===== src/rtl/point_adder_seq_pkg.sv =====
// Shared definitions for the sequential elliptic-curve point adder.
// Holds the default coordinate width, the default small test curve
// y^2 = x^3 + 2x + 2 over GF(17), and the controller state encoding.
// There are no ports; the package is imported by the interface and modules.

`ifndef DATAWIDTH
`define DATAWIDTH 5
`endif

package point_adder_seq_pkg;

    localparam int DATAWIDTH   = `DATAWIDTH;
    localparam int DEF_MOD_P   = 17;
    localparam int DEF_CURVE_A = 2;
    localparam int DEF_CURVE_B = 2;

    typedef enum logic [3:0] {
        ST_IDLE,
        ST_CLASSIFY,
        ST_NUM,
        ST_DEN,
        ST_INV,
        ST_LAM,
        ST_LSQ,
        ST_RY,
        ST_FIN
    } state_t;

    // Worst-case cycles from the start-capturing edge to done on the full path.
    function automatic int latency_bound(input int width);
        return 8 * width + 16;
    endfunction

endpackage


===== src/rtl/point_adder_seq_if.sv =====
// Request/result bundle of the point adder.
// Handshake: the requester pulses start for one cycle while busy is low; the
// operands are sampled on that edge only.  busy rises on the next cycle and
// falls in the same cycle that done pulses for exactly one cycle.  Rx_out,
// Ry_out and R_inf are valid from done and hold until the next done.
// Signals: start, Px, Py, P_inf, Qx, Qy, Q_inf (requester -> adder);
//          busy, done, Rx_out, Ry_out, R_inf, dbg_state (adder -> requester).

interface point_adder_seq_if #(
    parameter int WIDTH = point_adder_seq_pkg::DATAWIDTH
);
    logic                        start;
    logic [WIDTH-1:0]            Px;
    logic [WIDTH-1:0]            Py;
    logic                        P_inf;
    logic [WIDTH-1:0]            Qx;
    logic [WIDTH-1:0]            Qy;
    logic                        Q_inf;
    logic                        busy;
    logic                        done;
    logic [WIDTH-1:0]            Rx_out;
    logic [WIDTH-1:0]            Ry_out;
    logic                        R_inf;
    point_adder_seq_pkg::state_t dbg_state;

    modport master (
        output start, Px, Py, P_inf, Qx, Qy, Q_inf,
        input  busy, done, Rx_out, Ry_out, R_inf, dbg_state
    );

    modport slave (
        input  start, Px, Py, P_inf, Qx, Qy, Q_inf,
        output busy, done, Rx_out, Ry_out, R_inf, dbg_state
    );
endinterface


===== src/rtl/point_adder_seq_mod_mul.sv =====
// mod_mul_seq: sequential modular multiplier p = a*b mod MOD_P.
// MSB-first shift-add: the edge that sees start loads the operands, then
// WIDTH iteration cycles each double the accumulator and conditionally add a,
// reducing after each step.  done pulses one cycle with p valid.
// Ports: clk, rst (sync, active-high), start, a, b (both < MOD_P), done, p.

module mod_mul_seq #(
    parameter int WIDTH = 5,
    parameter int MOD_P = 17
) (
    input  logic             clk,
    input  logic             rst,
    input  logic             start,
    input  logic [WIDTH-1:0] a,
    input  logic [WIDTH-1:0] b,
    output logic             done,
    output logic [WIDTH-1:0] p
);
    localparam int             CW    = $clog2(WIDTH + 1);
    localparam logic [WIDTH:0] P_EXT = (WIDTH + 1)'(MOD_P);

    logic [WIDTH-1:0] a_r;
    logic [WIDTH-1:0] b_r;
    logic [CW-1:0]    cnt;
    logic             run;
    logic [WIDTH:0]   dbl_v;
    logic [WIDTH:0]   add_v;

    // Both partial sums stay below 2*MOD_P, so one extra bit suffices.
    always_comb begin
        dbl_v = {p, 1'b0};
        if (dbl_v >= P_EXT) dbl_v = dbl_v - P_EXT;
        add_v = dbl_v + (b_r[WIDTH-1] ? {1'b0, a_r} : '0);
        if (add_v >= P_EXT) add_v = add_v - P_EXT;
    end

    always_ff @(posedge clk) begin
        if (rst) begin
            a_r  <= '0;
            b_r  <= '0;
            cnt  <= '0;
            run  <= 1'b0;
            done <= 1'b0;
            p    <= '0;
        end else begin
            done <= 1'b0;
            if (start) begin
                a_r <= a;
                b_r <= b;
                p   <= '0;
                cnt <= CW'(WIDTH);
                run <= 1'b1;
            end else if (run) begin
                p   <= add_v[WIDTH-1:0];
                b_r <= b_r << 1;
                cnt <= cnt - CW'(1);
                if (cnt == CW'(1)) begin
                    run  <= 1'b0;
                    done <= 1'b1;
                end
            end
        end
    end
endmodule


===== src/rtl/point_adder_seq.sv =====
// point_adder_seq: multi-cycle affine point adder R = P + Q on
// y^2 = x^3 + CURVE_A*x + b over GF(MOD_P), with doubling and infinity cases.
// One shared sequential multiplier serves the slope numerator square, the
// slope product, its square and the y product; the inverse is a binary
// extended Euclid run inline in the INV state.
// Ports: clk, rst (sync, active-high), bus (point_adder_seq_if.slave).

module point_adder_seq
    import point_adder_seq_pkg::*;
#(
    parameter int WIDTH   = DATAWIDTH,
    parameter int MOD_P   = DEF_MOD_P,
    parameter int CURVE_A = DEF_CURVE_A
) (
    input  logic             clk,
    input  logic             rst,
    point_adder_seq_if.slave bus
);
    localparam logic [WIDTH:0]   P_EXT = (WIDTH + 1)'(MOD_P);
    localparam logic [WIDTH-1:0] A_RED = WIDTH'(CURVE_A % MOD_P);

    state_t           state;
    logic [WIDTH-1:0] px, py, qx, qy;
    logic             p_inf, q_inf, dbl, inf_w;
    logic [WIDTH-1:0] num, den, lam, rx_w, ry_w;
    logic [WIDTH-1:0] u, v, x1, x2;
    logic             mul_wait, mul_go, mul_done, mul_state;
    logic [WIDTH-1:0] mul_a, mul_b, mul_p;

    function automatic logic [WIDTH-1:0] mod_add(input logic [WIDTH-1:0] a,
                                                 input logic [WIDTH-1:0] b);
        logic [WIDTH:0] s;
        s = {1'b0, a} + {1'b0, b};
        if (s >= P_EXT) s = s - P_EXT;
        return s[WIDTH-1:0];
    endfunction

    function automatic logic [WIDTH-1:0] mod_sub(input logic [WIDTH-1:0] a,
                                                 input logic [WIDTH-1:0] b);
        logic [WIDTH:0] d;
        d = {1'b0, a} - {1'b0, b};
        if (a < b) d = d + P_EXT;
        return d[WIDTH-1:0];
    endfunction

    // x/2 mod p: odd values are made even by adding p before the shift.
    function automatic logic [WIDTH-1:0] mod_half(input logic [WIDTH-1:0] x);
        logic [WIDTH:0] s;
        s = {1'b0, x};
        if (x[0]) s = s + P_EXT;
        return s[WIDTH:1];
    endfunction

    // Multiply operands are chosen by state; a multiply is launched on the
    // first cycle of each multiplying state and consumed when done returns.
    always_comb begin
        mul_state = 1'b0;
        mul_a     = '0;
        mul_b     = '0;
        case (state)
            ST_NUM: begin mul_state = dbl;  mul_a = px;  mul_b = px;  end
            ST_LAM: begin mul_state = 1'b1; mul_a = num; mul_b = den; end
            ST_LSQ: begin mul_state = 1'b1; mul_a = lam; mul_b = lam; end
            ST_RY:  begin mul_state = 1'b1; mul_a = lam; mul_b = mod_sub(px, rx_w); end
            default: ;
        endcase
        mul_go = mul_state && !mul_wait;
    end

    mod_mul_seq #(.WIDTH(WIDTH), .MOD_P(MOD_P)) u_mul (
        .clk   (clk),
        .rst   (rst),
        .start (mul_go),
        .a     (mul_a),
        .b     (mul_b),
        .done  (mul_done),
        .p     (mul_p)
    );

    assign bus.dbg_state = state;

    always_ff @(posedge clk) begin
        if (rst) begin
            state      <= ST_IDLE;
            bus.busy   <= 1'b0;
            bus.done   <= 1'b0;
            bus.Rx_out <= '0;
            bus.Ry_out <= '0;
            bus.R_inf  <= 1'b0;
            {px, py, qx, qy} <= '0;
            {p_inf, q_inf, dbl, inf_w} <= '0;
            {num, den, lam, rx_w, ry_w} <= '0;
            {u, v, x1, x2} <= '0;
            mul_wait   <= 1'b0;
        end else begin
            bus.done <= 1'b0;
            if (mul_go) mul_wait <= 1'b1;
            case (state)
                ST_IDLE: begin
                    if (bus.start) begin
                        px       <= bus.Px;
                        py       <= bus.Py;
                        p_inf    <= bus.P_inf;
                        qx       <= bus.Qx;
                        qy       <= bus.Qy;
                        q_inf    <= bus.Q_inf;
                        dbl      <= 1'b0;
                        inf_w    <= 1'b0;
                        bus.busy <= 1'b1;
                        state    <= ST_CLASSIFY;
                    end
                end
                ST_CLASSIFY: begin
                    if (p_inf) begin
                        inf_w <= q_inf;
                        rx_w  <= q_inf ? '0 : qx;
                        ry_w  <= q_inf ? '0 : qy;
                        state <= ST_FIN;
                    end else if (q_inf) begin
                        rx_w  <= px;
                        ry_w  <= py;
                        state <= ST_FIN;
                    end else if (px == qx && (py != qy || py == '0)) begin
                        // P == -Q, or a point of order two being doubled.
                        inf_w <= 1'b1;
                        rx_w  <= '0;
                        ry_w  <= '0;
                        state <= ST_FIN;
                    end else begin
                        dbl   <= (px == qx);
                        state <= ST_NUM;
                    end
                end
                ST_NUM: begin
                    if (!dbl) begin
                        num   <= mod_sub(qy, py);
                        state <= ST_DEN;
                    end else if (mul_wait && mul_done) begin
                        num      <= mod_add(mod_add(mod_add(mul_p, mul_p), mul_p), A_RED);
                        mul_wait <= 1'b0;
                        state    <= ST_DEN;
                    end
                end
                ST_DEN: begin
                    // Invariants for the inverse: x1*den == u, x2*den == v (mod p).
                    u     <= dbl ? mod_add(py, py) : mod_sub(qx, px);
                    v     <= WIDTH'(MOD_P);
                    x1    <= WIDTH'(1);
                    x2    <= '0;
                    state <= ST_INV;
                end
                ST_INV: begin
                    if (u == WIDTH'(1)) begin
                        den   <= x1;
                        state <= ST_LAM;
                    end else if (v == WIDTH'(1)) begin
                        den   <= x2;
                        state <= ST_LAM;
                    end else if (!u[0]) begin
                        u  <= u >> 1;
                        x1 <= mod_half(x1);
                    end else if (!v[0]) begin
                        v  <= v >> 1;
                        x2 <= mod_half(x2);
                    end else if (u >= v) begin
                        u  <= u - v;
                        x1 <= mod_sub(x1, x2);
                    end else begin
                        v  <= v - u;
                        x2 <= mod_sub(x2, x1);
                    end
                end
                ST_LAM: begin
                    if (mul_wait && mul_done) begin
                        lam      <= mul_p;
                        mul_wait <= 1'b0;
                        state    <= ST_LSQ;
                    end
                end
                ST_LSQ: begin
                    if (mul_wait && mul_done) begin
                        // For doubling qx equals px, so one formula covers both.
                        rx_w     <= mod_sub(mod_sub(mul_p, px), qx);
                        mul_wait <= 1'b0;
                        state    <= ST_RY;
                    end
                end
                ST_RY: begin
                    if (mul_wait && mul_done) begin
                        ry_w     <= mod_sub(mul_p, py);
                        mul_wait <= 1'b0;
                        state    <= ST_FIN;
                    end
                end
                ST_FIN: begin
                    bus.Rx_out <= rx_w;
                    bus.Ry_out <= ry_w;
                    bus.R_inf  <= inf_w;
                    bus.done   <= 1'b1;
                    bus.busy   <= 1'b0;
                    state      <= ST_IDLE;
                end
                default: state <= ST_IDLE;
            endcase
        end
    end
endmodule


===== src/flat_wrapper.sv =====
// flat-port wrapper written by rule: the top's interface ports become plain ports
module point_adder_seq_flat import point_adder_seq_pkg::*;
#(
    parameter int WIDTH   = DATAWIDTH,
    parameter int MOD_P   = DEF_MOD_P,
    parameter int CURVE_A = DEF_CURVE_A
)
  (clk, rst, bus_start, bus_Px, bus_Py, bus_P_inf, bus_Qx, bus_Qy, bus_Q_inf, bus_busy, bus_done, bus_Rx_out, bus_Ry_out, bus_R_inf, bus_dbg_state);
  point_adder_seq_if #(.WIDTH(WIDTH)) bus_i ();
  input  logic clk;
  input  logic rst;
  input wire logic [$bits(bus_i.start)-1:0] bus_start;
  input wire logic [$bits(bus_i.Px)-1:0] bus_Px;
  input wire logic [$bits(bus_i.Py)-1:0] bus_Py;
  input wire logic [$bits(bus_i.P_inf)-1:0] bus_P_inf;
  input wire logic [$bits(bus_i.Qx)-1:0] bus_Qx;
  input wire logic [$bits(bus_i.Qy)-1:0] bus_Qy;
  input wire logic [$bits(bus_i.Q_inf)-1:0] bus_Q_inf;
  output wire logic [$bits(bus_i.busy)-1:0] bus_busy;
  output wire logic [$bits(bus_i.done)-1:0] bus_done;
  output wire logic [$bits(bus_i.Rx_out)-1:0] bus_Rx_out;
  output wire logic [$bits(bus_i.Ry_out)-1:0] bus_Ry_out;
  output wire logic [$bits(bus_i.R_inf)-1:0] bus_R_inf;
  output wire logic [$bits(bus_i.dbg_state)-1:0] bus_dbg_state;
  assign bus_i.start = bus_start;
  assign bus_i.Px = bus_Px;
  assign bus_i.Py = bus_Py;
  assign bus_i.P_inf = bus_P_inf;
  assign bus_i.Qx = bus_Qx;
  assign bus_i.Qy = bus_Qy;
  assign bus_i.Q_inf = bus_Q_inf;
  assign bus_busy = bus_i.busy;
  assign bus_done = bus_i.done;
  assign bus_Rx_out = bus_i.Rx_out;
  assign bus_Ry_out = bus_i.Ry_out;
  assign bus_R_inf = bus_i.R_inf;
  assign bus_dbg_state = bus_i.dbg_state;
  point_adder_seq #(.WIDTH(WIDTH), .MOD_P(MOD_P), .CURVE_A(CURVE_A)) u_core (.clk(clk), .rst(rst), .bus(bus_i));
endmodule

===== config.mk =====
export PLATFORM = sky130hd
export DESIGN_NAME = point_adder_seq_flat
export DESIGN_NICKNAME = d
export VERILOG_FILES = /design/src/rtl/point_adder_seq_pkg.sv /design/src/rtl/point_adder_seq_if.sv /design/src/rtl/point_adder_seq_mod_mul.sv /design/src/rtl/point_adder_seq.sv /design/src/flat_wrapper.sv
export SDC_FILE = /design/constraint.sdc
export NUM_CORES = 1
export LEC_CHECK = 0
export BUFFER_PORTS_ARGS = -buffer_cell sky130_fd_sc_hd__buf_2
export CORE_AREA = 2 2 150 152
export DETAILED_ROUTE_END_ITERATION = 12
export DIE_AREA = 0 0 152 154
export SETUP_SLACK_MARGIN = 0.4
export SLEW_MARGIN = 20
export SYNTH_ARGS = -nofsm -noshare
export SYNTH_HDL_FRONTEND = slang
export SYNTH_HIERARCHICAL = 1
export SYNTH_SLANG_ARGS = --single-unit

===== constraint.sdc =====
create_clock -name clk -period 5.1 [get_ports clk]
set_input_delay 1.02 -clock clk [delete_from_list [all_inputs] [get_ports clk]]
set_output_delay 1.02 -clock clk [all_outputs]
set_load 0.05 [all_outputs]

* After elaboration in Yosys (flattened, before gate mapping) *
Cells that the tools add are included.

cells by class
  add/sub/neg operators = 32
  mux-type cells = 107
  $lt $le $gt $ge = 15
  reduce and logical (&&, ||, !) cells = 32
  bitwise gates (word level) = 1
  eq/ne operators = 32

operators with widths
  cell                   count
  $mux W5                61
  $pmux W5 S2            6
  $sub A5 B5 Y5          10
  $mux W4                11
  $add A5 B5 Y5 const B  8
  $lt A5 B5 Y1           8
  $ge A6 B5 Y1 const B   6
  $pmux W4 S8            1
  $sub A5 B5 Y5 const B  5
  $pmux W5 S4            1
  $add A5 B5 Y6          3
  $mux W6                3
  $eq A4 B3 Y1 const B   4
  $mux W1                16
  $pmux W5 S3            1
  $reduce_and A5 Y1      3
  $ne A2 B2 Y1 const B   7
  $reduce_bool A2 Y1     7
  $add A5 B5 Y6 const B  2
  $ne A3 B3 Y1 const B   4
  $eq A5 B1 Y1 const B   2
  $pmux W1 S2            5
  $reduce_and A2 Y1      5
  $reduce_and A3 Y1      3
  other kinds (26)       37

word-level totals
  bits of input ports = 25
  output and inout bits = 17
  register bits = 107
  logic and storage cells = 252

* Logic depth before layout (Yosys ltp) *
Gate-level depths: netlist of the first run.

  depth in word-level cells = 19
  depth in mapped cells = 20
  depth with buffers taken out = 20

* Modules after synthesis *
The synthesis of the first run kept the hierarchy.

by module, submodules not included
  module           cells an instance  area an instance (sq um)  times used  seq. area each (sq um)
  point_adder_seq  958                7357.1                    1           1741.7
  mod_mul_seq      153                1260.0                    1           400.4

* Worst setup path before layout of the first run *
OpenSTA, ideal clock, no wires.

  path type = reg2reg
  start = register u_core.u_mul.p[1]
  end = register u_core.num[1]
  data required time = 5.025 ns
  cell stages (with the launch flop) = 19
  arrival time = 4.753 ns
  period minus slack after synthesis = 4.828 ns
  path buffers = 0
  setup slack = 0.272 ns
  library setup time = 0.075 ns
  cells stage by stage = dfxtp_1 > or3_1 > a21o_1 > ha_1 > fa_1 > inv_1 > ha_1 > inv_1 > or2_2 > a211oi_2 > o21ai_2 > o21ai_0 > ha_1 > nor2b_1 > and4b_1 > mux2i_2 > nand3_2 > mux2_4 > o22ai_2

between the ends
  word-level cells in the longest chain between the ends = 19
  elaborated cells on any way between the ends = 22
  classes of those cells = add/sub (6); order compare (3); mux (13)

ends and longest elaborated chain
  element                                        RTL line                       RTL
  start: declaration                             point_adder_seq_mod_mul.sv:17  output logic [WIDTH-1:0] p
  start signal: assignment                       point_adder_seq_mod_mul.sv:54  p <= add_v[WIDTH-1:0];
  $add A5 B5 Y6                                  point_adder_seq.sv:33          s = {1'b0, a} + {1'b0, b};
  $sub A5 B5 Y5 or $ge A6 B5 Y1 (tied branches)  point_adder_seq.sv:34          if (s >= P_EXT) s = s - P_EXT;
  $mux W5                                        point_adder_seq.sv:34
  $mux W5                                        point_adder_seq.sv:138         end else if (mul_wait && mul_done) begin
  $mux W5                                        point_adder_seq.sv:135         if (!dbl) begin
  $mux W5                                        point_adder_seq.sv:98          case (state)
  $mux W5                                        point_adder_seq.sv:83          if (rst) begin
  $add A5 B5 Y6 *                                point_adder_seq.sv:33
  [... 3 more ...]                               -
  $mux W5 *                                      point_adder_seq.sv:135
  $mux W5 *                                      point_adder_seq.sv:98
  $mux W5 *                                      point_adder_seq.sv:83
  $add A5 B2 Y6 *                                point_adder_seq.sv:33
  $sub A5 B5 Y5 or $ge A6 B5 Y1 (tied branches)  point_adder_seq.sv:34
  $mux W5 *                                      point_adder_seq.sv:34
  $mux W5 *                                      point_adder_seq.sv:138
  $mux W5 *                                      point_adder_seq.sv:135
  end signal: assignment                         point_adder_seq.sv:136         num <= mod_sub(qy, py);
  end signal: assignment                         point_adder_seq.sv:139         num <= mod_add(mod_add(mod_add(mul_p, mul_p), mul_p), A_RED);
  end: declaration                               point_adder_seq.sv:25          logic [WIDTH-1:0] num, den, lam, rx_w, ry_w;

Mark *: on every way between the ends. The rest lies on a longest branch, timed or not. The select of a mux whose other input is x is not followed.
A chain may end at the register's enable or synchronous reset.

* Final worst setup path of the first run *
  start = register u_core.u_mul.p[0]
  end = register u_core.num[1]

Same word-level chain as after synthesis.

==> results.sh, run 1 <==
export IMPL_grt_antenna_before_repair=0
export IMPL_path_max_fanout=7
export IMPL_io_pins=42
export IMPL_synth_fp_nets=1234
export IMPL_fin_cells=1416
export IMPL_synth_edf_count=0
export IMPL_dr_pass1_iters=6
export IMPL_drt_first_iter_violations=419
export IMPL_synthAdderAreaFrac_pct=15.3
export IMPL_skew_ps=15.5
export IMPL_powerDensity_nw_per_um2=467
export IMPL_avgSynthCellArea_um2=7.76
export IMPL_rrSetupSlack_ps=620
export IMPL_wire_per_inst_um=15.1
export IMPL_ant_nets=0
export IMPL_cts_path_max_buffers=2
export IMPL_yosysTopAreaCell="dfxtp_1"
export IMPL_numCtsBuffers=9
export IMPL_hold_start="u_core/ry_w[3]$_SDFFE_PP0P_"
export IMPL_grt_pass1_wl_mm=35.6
export IMPL_fillers=2225
export IMPL_min_to="u_core/bus.Ry_out[3]$_SDFFE_PP0P_"
export IMPL_reg2reg_from="u_core/u_mul/p[0]$_SDFFE_PP0P_"
export IMPL_whs_ps=454
export IMPL_die_h_um=154
export IMPL_ys_flop_type="dfxtp_1"
export IMPL_htree_num_levels=3
export IMPL_setup_viol=0
export IMPL_placementRows=54
export IMPL_final_period_utilization_pct=87.7
export IMPL_synth_mux_area_fraction_pct=4.34
export IMPL_hold_path_class="reg2reg"
export IMPL_syn_cell_area_um2=8620
export IMPL_r2r_cells=19
export IMPL_fin_nets=1254
export IMPL_clk_latency_ps=370
export IMPL_synth_compound_area_share_pct=20.9
export IMPL_path_clk_slew_ps=80
export IMPL_core_um2=21700
export IMPL_synth_xor_area_share_pct=8.51
export IMPL_p_leak_nw=3.73
export IMPL_drv_slew=0
export IMPL_hold_viol=0
export IMPL_synth_common_cells="nand2_1, dfxtp_1, nor2_1"
export IMPL_synth_seq_cells=107
export IMPL_slew_headroom_pct=36.9
export IMPL_hold_path_depth=2
export IMPL_yosys_area_share_simple_pct=20.0
export IMPL_numPortBuffers=41
export IMPL_fmax_mhz=223
export IMPL_yosysMostFrequentCell="nand2_1"
export IMPL_num_vias=7585
export IMPL_clock_sinks=107
export IMPL_start_util_pct=39.7
export IMPL_cts_root_buf="clkbuf_16"
export IMPL_placed_cells=1398
export IMPL_period_minus_slack_ps=4480
export IMPL_ys_top_cells_by_area="dfxtp_1, ha_1, nand2_1, xnor2_1, a21oi_1"
export IMPL_rr_endpoint="u_core/num[1]$_SDFFE_PP0P_"
export IMPL_globalplace_congestion=0.901
export IMPL_die_area_um2=23400
export IMPL_wl_mm=21.3
export IMPL_yosys_warnings=6
export IMPL_ir_drop_mv=0.226
export IMPL_maxCapViolCount=0
export IMPL_crit_path_start_kind="register"
export IMPL_yosysSeqAreaShare_pct=24.9
export IMPL_area_growth_pct=10.2
export IMPL_async_flop_share_pct=0
export IMPL_critPathRequiredTime_ps=5390
export IMPL_grt_max_degree=74
export IMPL_hold_buffers=0
export IMPL_worst_pin_slew_ps=939
export IMPL_grt_use_total_pct=18.2
export IMPL_via_per_inst=5.36
export IMPL_drive_above_1_share_pct=8.71
export IMPL_antennaDiodeCount=0
export IMPL_dp_hpwl_mm=16.2
export IMPL_cp_end_kind="register"
export IMPL_rsz0062_at_grt="false"
export IMPL_status="complete, no violations"
export IMPL_synth_top_family_by_area="compound AO/OA/AOI/OAI gates"
export IMPL_synth_top_area_share_pct=24.9
export IMPL_drcViolationCount=0
export IMPL_die_x_um=152
export IMPL_cts_tree="built"
export IMPL_fin_tns_setup_ps=0
export IMPL_path_class="reg2reg"
export IMPL_ys_types=70
export IMPL_syn_instance_count=1111
export IMPL_crit_arrival_ps=4760
export IMPL_overflow=0
export IMPL_grt_pass1_vias=7103
[state kept, by name, indices dropped and copies added, names as in the netlist, 5 cells and up]
signal             count
u_core/v               5
u_core/ry_w            5
u_core/x1              5
u_core/px              5
u_core/qx              5
u_core/rx_w            5
u_core/bus.Rx_out      5
u_core/x2              5
u_core/u_mul/a_r       5
u_core/num             5
u_core/den             5
u_core/u_mul/b_r       5
u_core/u_mul/p         5
u_core/bus.Ry_out      5
u_core/u               5
u_core/lam             5
u_core/qy              5
u_core/py              5
[worst max-delay path by stage]
stage | startpoint | end | slack (ps)
finish | u_core/u_mul/p[0]$_SDFFE_PP0P_ | u_core/num[1]$_SDFFE_PP0P_ | 620
global route | u_core/u_mul/p[0]$_SDFFE_PP0P_ | u_core/num[1]$_SDFFE_PP0P_ | 390
CTS | u_core/u_mul/p[0]$_SDFFE_PP0P_ | u_core/num[1]$_SDFFE_PP0P_ | 420
detailed placement | u_core/u_mul/p[0]$_SDFFE_PP0P_ | u_core/num[1]$_SDFFE_PP0P_ | 160
global placement | u_core/u_mul/p[0]$_SDFFE_PP0P_ | u_core/num[1]$_SDFFE_PP0P_ | 290
floorplan | u_core/u_mul/p[1]$_SDFFE_PP0P_ | u_core/num[1]$_SDFFE_PP0P_ | 430
[logic make-up after synthesis]
kind of cell	count (synthesis)
compound gates	278
buf+inv	140
xor+xnor	82
mux	35
simple gates	371
flops	107
fa+ha+maj	98
[placed cells by master (no fill, tap or decap), drive strengths merged, types with 5 or more instances in the layout]
cell type / count
a211o: 11
a211oi: 12
a21boi: 6
a21o: 20
a21oi: 92
a221oi: 12
a222oi: 8
a22oi: 9
a31oi: 17
and2: 11
and3: 7
buf: 52
clkbuf: 9
dfxtp: 107
fa: 12
ha: 86
inv: 103
mux2i: 32
nand2: 149
nand2b: 10
nand3: 22
nand3b: 6
nand4: 6
nor2: 100
nor2b: 12
nor3: 16
nor4b: 5
o211ai: 8
o21ai: 54
o22ai: 6
or3: 12
xnor2: 58
xor2: 24
[metrics by stage]
stage	power [mW]	area [um2]	setup slack [ps]	utilization, %
finish	4.44	9490	625	43.8
global route	4.84	9490	393	43.8
CTS	4.43	9440	419	43.5
detailed placement	3.68	9100	156	41.9
global placement	3.67	9100	294	41.9
floorplan	3.16	8630	435	-
[worst max-delay path, stage by stage (launching register included)]
cell      delay [ps]
dfxtp_2          360
or3_1            410
a21o_1           210
ha_4             310
fa_2             490
inv_4            110
ha_4             150
inv_1             30
or2_2            320
a211oi_4         230
o21ai_4          140
xnor2_2          190
inv_1             90
ha_1             200
nor2b_4          140
and4b_1          200
mux2i_2          200
nand3_2          140
mux2_4           320
o22ai_2          150
[power by group]
group	switching (mW)	total, mW	internal (mW)
Clock	0.357	0.704	0.347
Sequential	0.176	1.11	0.932
Combinational	1.51	2.62	1.11
Total	2.05	4.44	2.39
[what timing repair did]
action	CTS	global route
setup buffers	1	1
setup endpoints to repair	3	3
resized for setup	10	5
endpoints found under the hold margin	0	0
pin swaps	2	2
[routing by layer]
metal | vias up | track usage (%) | wire length [um]
met5 | - | 0 | 0
met4 | 0 | 5.30 | 303
met3 | 18 | 2.09 | 808
met2 | 116 | 29.9 | 9700
met1 | 3545 | 25.2 | 10500
li1 | 3906 | - | -
[area by class of cell]
| class | count | area (um2) | area share [%] |
|---|---|---|---|
| Timing Repair Buffer | 52 | 290 | 3.06 |
| Inverter | 97 | 367 | 3.86 |
| Clock buffer | 9 | 225 | 2.37 |
| Clock inverter | 7 | 66.3 | 0.698 |
| Multi-Input combinational cell | 864 | 6050 | 63.7 |
| Sequential cell | 107 | 2140 | 22.6 |
| Tap cell | 280 | 350 | 3.69 |
No activity file was read; power rests on OpenSTA's default activity.
==> run 2: changes to the inputs <==
MAX_ROUTING_LAYER = met4   (was unset)
==> results.sh, run 2 (synthesis gave the netlist of run 1 again) <==
export IMPL_cp_end_kind="register"
export IMPL_numCtsBuffers=9
export IMPL_maxCapViolCount=0
export IMPL_rrSetupSlack_ps=620
export IMPL_antennaDiodeCount=0
export IMPL_p_leak_nw=3.73
export IMPL_path_clk_slew_ps=80
export IMPL_path_max_fanout=7
export IMPL_hold_viol=0
export IMPL_reg2reg_from="u_core/u_mul/p[0]$_SDFFE_PP0P_"
export IMPL_pwr_share_clk_pct=15.9
export IMPL_overflow=0
export IMPL_power_frac_seq_pct=25.0
export IMPL_path_class="reg2reg"
export IMPL_area_growth_pct=10.2
export IMPL_die_x_um=152
export IMPL_drv_slew=0
export IMPL_grt_antenna_before_repair=0
export IMPL_fin_nets=1254
export IMPL_crit_arrival_ps=4770
export IMPL_worst_pin_slew_ps=922
export IMPL_grt_max_degree=74
export IMPL_period_minus_slack_ps=4480
export IMPL_most_common_layout_cells="nand2_1, dfxtp_1, nor2_1"
export IMPL_critPathRequiredTime_ps=5390
export IMPL_fmax_mhz=223
export IMPL_slew_headroom_pct=38.1
export IMPL_layout_commonest_cell="nand2_1"
export IMPL_crit_start="u_core/u_mul/p[0]$_SDFFE_PP0P_"
export IMPL_core_um2=21700
export IMPL_powerDensity_nw_per_um2=468
export IMPL_final_period_utilization_pct=87.8
export IMPL_crit_chain="or3_1 -> a21o_1 -> ha_4 -> fa_2 -> inv_4 -> ha_4 -> inv_1 -> or2_2 -> a211oi_4 -> o21ai_4 -> xnor2_2 -> inv_1 -> ha_1 -> nor2b_4 -> and4b_1 -> mux2i_2 -> nand3_2 -> mux2_4 -> o22ai_2"
export IMPL_dp_hpwl_mm=16.2
export IMPL_ant_nets=0
export IMPL_wl_mm=21.3
export IMPL_numPortBuffers=41
export IMPL_hold_path_class="reg2reg"
export IMPL_hold_path_depth=2
export IMPL_power_share_combinational_pct=59.1
export IMPL_cts_root_buf="clkbuf_16"
export IMPL_hold_buffers=0
export IMPL_start_util_pct=39.7
export IMPL_r2r_cells=19
export IMPL_drive_above_1_share_pct=8.71
export IMPL_cp_slowest_stage_delay_ps=490
export IMPL_num_vias=7613
export IMPL_die_h_um=154
export IMPL_die_area_um2=23400
export IMPL_drcViolationCount=0
export IMPL_rr_endpoint="u_core/num[1]$_SDFFE_PP0P_"
export IMPL_clock_sinks=107
export IMPL_crit_end="u_core/num[1]$_SDFFE_PP0P_"
export IMPL_fin_tns_setup_ps=0
export IMPL_hold_start="u_core/ry_w[3]$_SDFFE_PP0P_"
export IMPL_clk_latency_ps=360
export IMPL_ir_drop_mv=0.225
export IMPL_placementRows=54
export IMPL_drt_first_iter_violations=437
export IMPL_cts_path_max_buffers=2
export IMPL_skew_ps=15.2
export IMPL_dr_pass1_iters=5
export IMPL_finalPower_mw=4.44
export IMPL_switching_share_pct=46.2
export IMPL_grt_pass1_wl_mm=35.6
export IMPL_htree_num_levels=3
export IMPL_grt_pass1_vias=7075
export IMPL_rsz0062_at_grt="false"
export IMPL_io_pins=42
export IMPL_cts_tree="built"
export IMPL_status="complete, no violations"
export IMPL_setup_viol=0
export IMPL_via_per_inst=5.38
export IMPL_p_int_mw=2.39
export IMPL_globalplace_congestion=0.917
export IMPL_switchingPower_mw=2.05
export IMPL_slowest_stage="fa_2"
export IMPL_wire_per_inst_um=15.0
export IMPL_grt_use_total_pct=18.8
export IMPL_crit_path_start_kind="register"
==> run 2: cell counts in the layout (fill, tap and decap cells not counted) <==
Identical to the previous run, type by type.
==> run 2: metrics by stage <==
stage	hold slack, ps	util [%]	instances	area, um2	worst slack [ps]
after floorplan	432	-	1111	8630	435
after global placement	441	41.9	1398	9100	294
after detailed placement	448	41.9	1398	9100	156
after CTS	460	43.5	1415	9440	419
after global routing	480	43.8	1416	9490	393
final	453	43.8	1416	9490	623
==> run 2: worst min path at each step <==
stage	end	slack [ps]
3_3_place_gp	u_core/bus.Ry_out[3]$_SDFFE_PP0P_	440
3_5_place_dp	u_core/bus.Ry_out[3]$_SDFFE_PP0P_	450
2_1_floorplan	u_core/ry_w[0]$_SDFFE_PP0P_	430
5_1_grt	u_core/ry_w[1]$_SDFFE_PP0P_	480
6_report	u_core/bus.Ry_out[3]$_SDFFE_PP0P_	450
4_1_cts	u_core/bus.Ry_out[3]$_SDFFE_PP0P_	460
==> run 2: power groups by stage <==
stage | clock network (mW) | logic, mW | registers, mW
finish | 0.708 | 2.63 | 1.11
global route | 0.759 | 2.96 | 1.13
CTS | 0.727 | 2.60 | 1.10
detailed placement | 0 | 2.56 | 1.12
global placement | 0 | 2.55 | 1.12
floorplan | 0 | 2.07 | 1.09
==> run 2: area by class of cell <==
type | instances | area, um2
Clock buffer | 9 | 225
Clock inverter | 7 | 66.3
Fill cell | 2225 | 12200
Inverter | 97 | 367
Multi-Input combinational cell | 864 | 6050
Sequential cell | 107 | 2140
Tap cell | 280 | 350
Timing Repair Buffer | 52 | 290
==> run 2: timing repair <==
action | 4_1_cts | 5_1_grt
resized for setup | 10 | 5
setup endpoints to repair | 3 | 3
setup buffers | 1 | 1
pin swaps | 2 | 2
==> run 2: metal layers <==
| layer | track usage [%] | routed length [um] |
|---|---|---|
| met1 | 25.3 | 10500 |
| met2 | 29.8 | 9690 |
| met3 | 2.03 | 733 |
| met4 | 5.30 | 342 |
| met5 | - | 0 |
==> run 2: critical path, delay by kind of cell (launching register included) <==
family | cells | cell delay [ps]
xor+xnor | 1 | 190
simple gates | 5 | 1210
buf+inv | 3 | 230
fa+ha+maj | 4 | 1150
flops | 1 | 370
mux | 2 | 520
compound gates | 4 | 730
